`src/rtl/demux_pkg.sv`:
```
//------------------------------------------------------------------------------
// demux_pkg : shared width and channel-select constants for demux4_16b_buf
// Revision  : 1.0
//------------------------------------------------------------------------------
`default_nettype none

package demux_pkg;

   localparam int DEMUX_WIDTH = 16;
   localparam int NUM_CH      = 4;

   typedef logic [1:0] ch_sel_t;

   localparam ch_sel_t CH_A = 2'd0;
   localparam ch_sel_t CH_B = 2'd1;
   localparam ch_sel_t CH_C = 2'd2;
   localparam ch_sel_t CH_D = 2'd3;

endpackage

`default_nettype wire

```
`src/rtl/demux_slot.sv`:
```
//------------------------------------------------------------------------------
// demux_slot : one-entry output buffer with valid/ready drain handshake
// Revision   : 1.0
//------------------------------------------------------------------------------
`default_nettype none

module demux_slot
   import demux_pkg::*;
#(
   parameter int WIDTH = DEMUX_WIDTH
) (
   input  logic             clk,
   input  logic             rst_n,
   input  logic             load,
   input  logic [WIDTH-1:0] din,
   input  logic             drain_ready,
   output logic [WIDTH-1:0] dout,
   output logic             valid,
   output logic             free
);

   logic             full_q;
   logic             full_d;
   logic [WIDTH-1:0] data_q;
   logic [WIDTH-1:0] data_d;
   logic             drain;

   assign drain = full_q && drain_ready;

   // A load wins over a drain, which gives the zero-bubble refill.
   always_comb begin
      full_d = full_q;
      data_d = data_q;
      if (load) begin
         full_d = 1'b1;
         data_d = din;
      end else if (drain) begin
         full_d = 1'b0;
      end
   end

   always_ff @(posedge clk or negedge rst_n) begin
      if (!rst_n) begin
         full_q <= 1'b0;
         data_q <= '0;
      end else begin
         full_q <= full_d;
         data_q <= data_d;
      end
   end

   assign dout  = data_q;
   assign valid = full_q;
   assign free  = !full_q || drain;

endmodule

`default_nettype wire

```
`src/rtl/demux4_16b_buf.sv`:
```
//------------------------------------------------------------------------------
// demux4_16b_buf : registered 1-to-4 demultiplexer with per-channel skid slots.
//                  DEMUX_BROADCAST_EN adds a broadcast input loading all slots.
// Revision       : 1.0
//------------------------------------------------------------------------------
`default_nettype none

module demux4_16b_buf
   import demux_pkg::*;
#(
   parameter int WIDTH = DEMUX_WIDTH
) (
   input  logic             CLK,
   input  logic             RST_N,
   input  logic [WIDTH-1:0] X,
   input  logic [1:0]       control,
   input  logic             in_valid,
   output logic             in_ready,
`ifdef DEMUX_BROADCAST_EN
   input  logic             broadcast,
`endif
   output logic [WIDTH-1:0] A,
   output logic [WIDTH-1:0] B,
   output logic [WIDTH-1:0] C,
   output logic [WIDTH-1:0] D,
   output logic             A_valid,
   output logic             B_valid,
   output logic             C_valid,
   output logic             D_valid,
   input  logic             A_ready,
   input  logic             B_ready,
   input  logic             C_ready,
   input  logic             D_ready,
   output logic             busy
);

   logic [NUM_CH-1:0] ch_ready;
   logic [NUM_CH-1:0] ch_valid;
   logic [NUM_CH-1:0] ch_free;
   logic [NUM_CH-1:0] ch_load;
   logic [WIDTH-1:0]  ch_data [NUM_CH];
   logic              bcast;

   assign ch_ready = {D_ready, C_ready, B_ready, A_ready};

`ifdef DEMUX_BROADCAST_EN
   assign bcast = broadcast;
`else
   assign bcast = 1'b0;
`endif

   // Broadcast needs every slot able to take the word on this edge.
   assign in_ready = bcast ? (&ch_free) : ch_free[control];

   always_comb begin
      ch_load = '0;
      for (int k = 0; k < NUM_CH; k++) begin
         ch_load[k] = in_valid && in_ready && (bcast || (control == 2'(k)));
      end
   end

   genvar k;
   generate
      for (k = 0; k < NUM_CH; k++) begin : g_slot
         demux_slot #(
            .WIDTH       (WIDTH)
         ) u_slot (
            .clk         (CLK),
            .rst_n       (RST_N),
            .load        (ch_load[k]),
            .din         (X),
            .drain_ready (ch_ready[k]),
            .dout        (ch_data[k]),
            .valid       (ch_valid[k]),
            .free        (ch_free[k])
         );
      end
   endgenerate

   assign A       = ch_data[CH_A];
   assign B       = ch_data[CH_B];
   assign C       = ch_data[CH_C];
   assign D       = ch_data[CH_D];
   assign A_valid = ch_valid[CH_A];
   assign B_valid = ch_valid[CH_B];
   assign C_valid = ch_valid[CH_C];
   assign D_valid = ch_valid[CH_D];
   assign busy    = |ch_valid;

endmodule

`default_nettype wire

```
`config.mk`:
```
export PLATFORM = sky130hd
export DESIGN_NAME = demux4_16b_buf
export DESIGN_NICKNAME = d
export VERILOG_FILES = /design/src/rtl/demux_pkg.sv /design/src/rtl/demux_slot.sv /design/src/rtl/demux4_16b_buf.sv
export SDC_FILE = /design/constraint.sdc
export NUM_CORES = 1
export LEC_CHECK = 0
export CAP_MARGIN = 20
export CORE_MARGIN = 4
export CORE_UTILIZATION = 45
export DETAILED_ROUTE_END_ITERATION = 8
export PLACE_DENSITY = 0.8
export SYNTH_ARGS = -nofsm -noshare
export SYNTH_HDL_FRONTEND = slang
export SYNTH_SLANG_ARGS = --single-unit
```
`constraint.sdc`:
```
create_clock -name CLK -period 1.7 [get_ports CLK]
set_input_delay 0.255 -clock CLK [delete_from_list [all_inputs] [get_ports CLK]]
set_output_delay 0.255 -clock CLK [all_outputs]
set_load 0.01 [all_outputs]
```
==> impl_metrics.env, run 1 <==
export IMPL_detail_route_first_pass_iterations=6
export IMPL_powerDensity_mw_per_mm2=1216
export IMPL_wl_mm=6.323
export IMPL_port_buffers=94
export IMPL_cellInternalPower_w=0.003675
export IMPL_start_kind="input port"
export IMPL_vias=1760
export IMPL_fmax_ghz=0.5873
export IMPL_drt_iter0_markers=55
export IMPL_finalCriticalPeriod_ns=1.703
export IMPL_yosysWarnings=0
export IMPL_place_gp_congestion=0.7772
export IMPL_switching_share_pct=25.84
export IMPL_finalSetupViolCount=1
export IMPL_start_util_pct=47.57
export IMPL_slowest_delay_ns=0.48
export IMPL_required_ns=1.44
export IMPL_final_util_pct=71.80
export IMPL_drv_slew=0
export IMPL_coreArea_sq_mm=0.005675
export IMPL_ctsHtreeMaxLevel=3
export IMPL_ys_types=18
export IMPL_io_pins=95
export IMPL_viasPerCell=5.057
export IMPL_crit_family="buffers and inverters"
export IMPL_grt_pass1_vias=1925
export IMPL_drive_gt1_share_pct=38.41
export IMPL_fin_nets=297
export IMPL_die_area_sq_mm=0.007303
export IMPL_path_cells="clkdlybuf4s50_1 -> nand2b_1 -> mux4_2 -> buf_6"
export IMPL_crit_buf_inv=2
export IMPL_mappedNetlistArea_sq_mm=0.002700
export IMPL_drc=0
export IMPL_worstPathMaxFanout=2
export IMPL_r2r_end="g_slot[3].u_slot.dout[3]"
export IMPL_netSwitchingPower_w=0.001281
export IMPL_power_frac_comb_pct=29.2
export IMPL_grtUsageTotal_pct=18.89
export IMPL_top_layer="met4"
export IMPL_ff2ff_path_depth=6
export IMPL_ir_worst_vdd_uv=996.2
export IMPL_clkPwrFrac_pct=27.7
export IMPL_area_delta_synth_final_pct=50.93
export IMPL_seq_power_share_pct=43.1
export IMPL_clock_path_buffers=2
export IMPL_place_ws_ns=-0.3898
export IMPL_place_inst=330
export IMPL_worst_pin_slew_ns=0.3698
export IMPL_fin_cells=348
export IMPL_grt_max_degree=69
export IMPL_violations="setup timing"
export IMPL_critical_path_endpoint_type="output port"
export IMPL_yosysSeqAreaShare_pct=63.02
export IMPL_syn_nets=182
export IMPL_ys_ff_latch=68
export IMPL_final_common_cell="clkdlybuf4s50_1"
export IMPL_cp_slowest_cell="mux4_2"
export IMPL_multiInputGateArea_sq_um=935.9
export IMPL_fp_dieH_microns=85.46
export IMPL_timing_final_ws_setup_ns=-0.002746
export IMPL_status="finished, violations left"
export IMPL_cts_buffers=9
export IMPL_reg2reg_from="g_slot[3].u_slot.valid"
export IMPL_postSynthAreaPerCell_sq_um=17.20
export IMPL_hold_class="in -> async"
export IMPL_arrival_ns=1.45
export IMPL_path_clk_slew_ns=0.07
export IMPL_wl_met1_mm=2.790
export IMPL_ant_nets=0
export IMPL_nFillCells=390
export IMPL_finClkSkew_ns=0.007428
export IMPL_met2_length_mm=2.822
export IMPL_max_slew_margin_pct=75.35
export IMPL_power_leakage_nw=1.747
export IMPL_max_cap_viol_count=0
export IMPL_final_seq_area_sq_mm=0.001702
export IMPL_hold_viol=0
export IMPL_fp_dieW_microns=85.46
export IMPL_place_hpwl_mm=4.296
export IMPL_grt_pass1_wl_mm=10.37
export IMPL_worst_setup_path_type="in -> out"
export IMPL_placed_cell_area_sq_mm=0.003840
export IMPL_cts_sinks=68
export IMPL_r2r_setup_slack_ns=0.16
export IMPL_finalCritPeriodShare_pct=100.2
export IMPL_wl_per_cell_microns=18.17
export IMPL_rows=27
export IMPL_antenna_found_initial=0
export IMPL_wl_met3_microns=642
export IMPL_grt_ovfl_total=0
export IMPL_cts_tree="yes"
export IMPL_final_cell_mix="clkdlybuf4s50_1 (91), dfrtp_1 (68), mux2_2 (51), mux2_4 (13), clkbuf_8 (12)"
export IMPL_antenna_cells=0
export IMPL_insertion_delay_ns=0.33
export IMPL_finalInstanceArea_sq_mm=0.004075
export IMPL_cts_root_buffer="clkbuf_8"
export IMPL_rsz0062_at_grt="yes"
export IMPL_synth_cells=157
cell type report:
type / count / area share (%)
Clock buffer: 12 / 4.053
Clock inverter: 3 / 1.105
Multi-Input combinational cell: 82 / 22.97
Sequential cell: 68 / 41.76
Tap cell: 72 / 2.211
Timing Repair Buffer: 111 / 27.91
worst max-delay path by stage:
stage / startpoint / endpoint / slack, ns / cells after the start
floorplan: g_slot[1].u_slot.valid / g_slot[1].u_slot.dout[10] / 0.24 / 4
global placement: control[1] / in_ready / -0.34 / 3
detailed placement: C_ready / in_ready / -0.39 / 4
CTS: g_slot[3].u_slot.valid / in_ready / 0.0001 / 3
global route: g_slot[3].u_slot.valid / in_ready / -0.06 / 3
finish: B_ready / in_ready / -0.003 / 4
through the flow:
stage               setup TNS (ns)  power, W  hold slack, ns
global route              -0.09576  0.005225          0.4895
floorplan                        0  0.002689        -0.04059
global placement            -6.786  0.003569          0.3000
finish                   -0.002746  0.004956          0.4539
detailed placement          -8.250  0.003609          0.3116
CTS                              0  0.005022          0.4751
registers in the layout (all words and copies together) (netlist names):
name	cells
g_slot.u_slot.dout	64
g_slot.u_slot.valid	4
cell usage after synthesis:
cell | instances | area share (%)
and3_4 | 1 | 0.42
buf_12 | 1 | 0.74
buf_2 | 3 | 0.56
buf_6 | 3 | 1.3
dfrtp_1 | 68 | 63
mux2_2 | 51 | 21
mux2_4 | 13 | 7.2
mux4_1 | 1 | 0.97
nand2_1 | 4 | 0.56
nand2_2 | 1 | 0.23
nand2b_1 | 4 | 0.93
nand3_1 | 1 | 0.19
nand3b_4 | 1 | 0.74
nor2b_1 | 1 | 0.23
nor2b_4 | 1 | 0.51
nor3b_4 | 1 | 0.70
o21ai_0 | 1 | 0.19
or4_1 | 1 | 0.28
power groups by stage:
| stage | registers [W] | logic [W] | clock network (W) |
|---|---|---|---|
| floorplan | 0.00230 | 0.000394 | 0 |
| global placement | 0.00214 | 0.00143 | 0 |
| detailed placement | 0.00216 | 0.00145 | 0 |
| CTS | 0.00214 | 0.00146 | 0.00142 |
| global route | 0.00218 | 0.00154 | 0.00151 |
| finish | 0.00214 | 0.00145 | 0.00138 |
worst min-delay path: cells and delay by family:
| kind | cells | cell delay, ns |
|---|---|---|
| buffers and inverters | 3 | 0.93 |
logic make-up after synthesis:
logic type | Yosys count | synth area share, %
simple gates | 16 | 4.773
mux | 65 | 29.47
buf+inv | 7 | 2.548
flops | 68 | 63.02
compound gates | 1 | 0.1852
routing by layer:
metal	up-vias	global-route usage, %
met4	0	5.180
li1	782	-
met2	80	28.32
met1	891	24.30
met3	7	9.515
met5	-	0
repair_timing:
item	CTS	global route
resized for setup	10	1
hold endpoints to repair	68	0
setup buffers	0	2
hold buffers	1	0
setup endpoints to repair	2	2
Note: power is estimated with default switching activity, not from simulation.
==> inputs of run 2 (changes only) <==
SLEW_MARGIN = 20   (was default)
==> results of run 2 <==
Same layout as run 1: the final DEF is identical, and so are final timing and power.
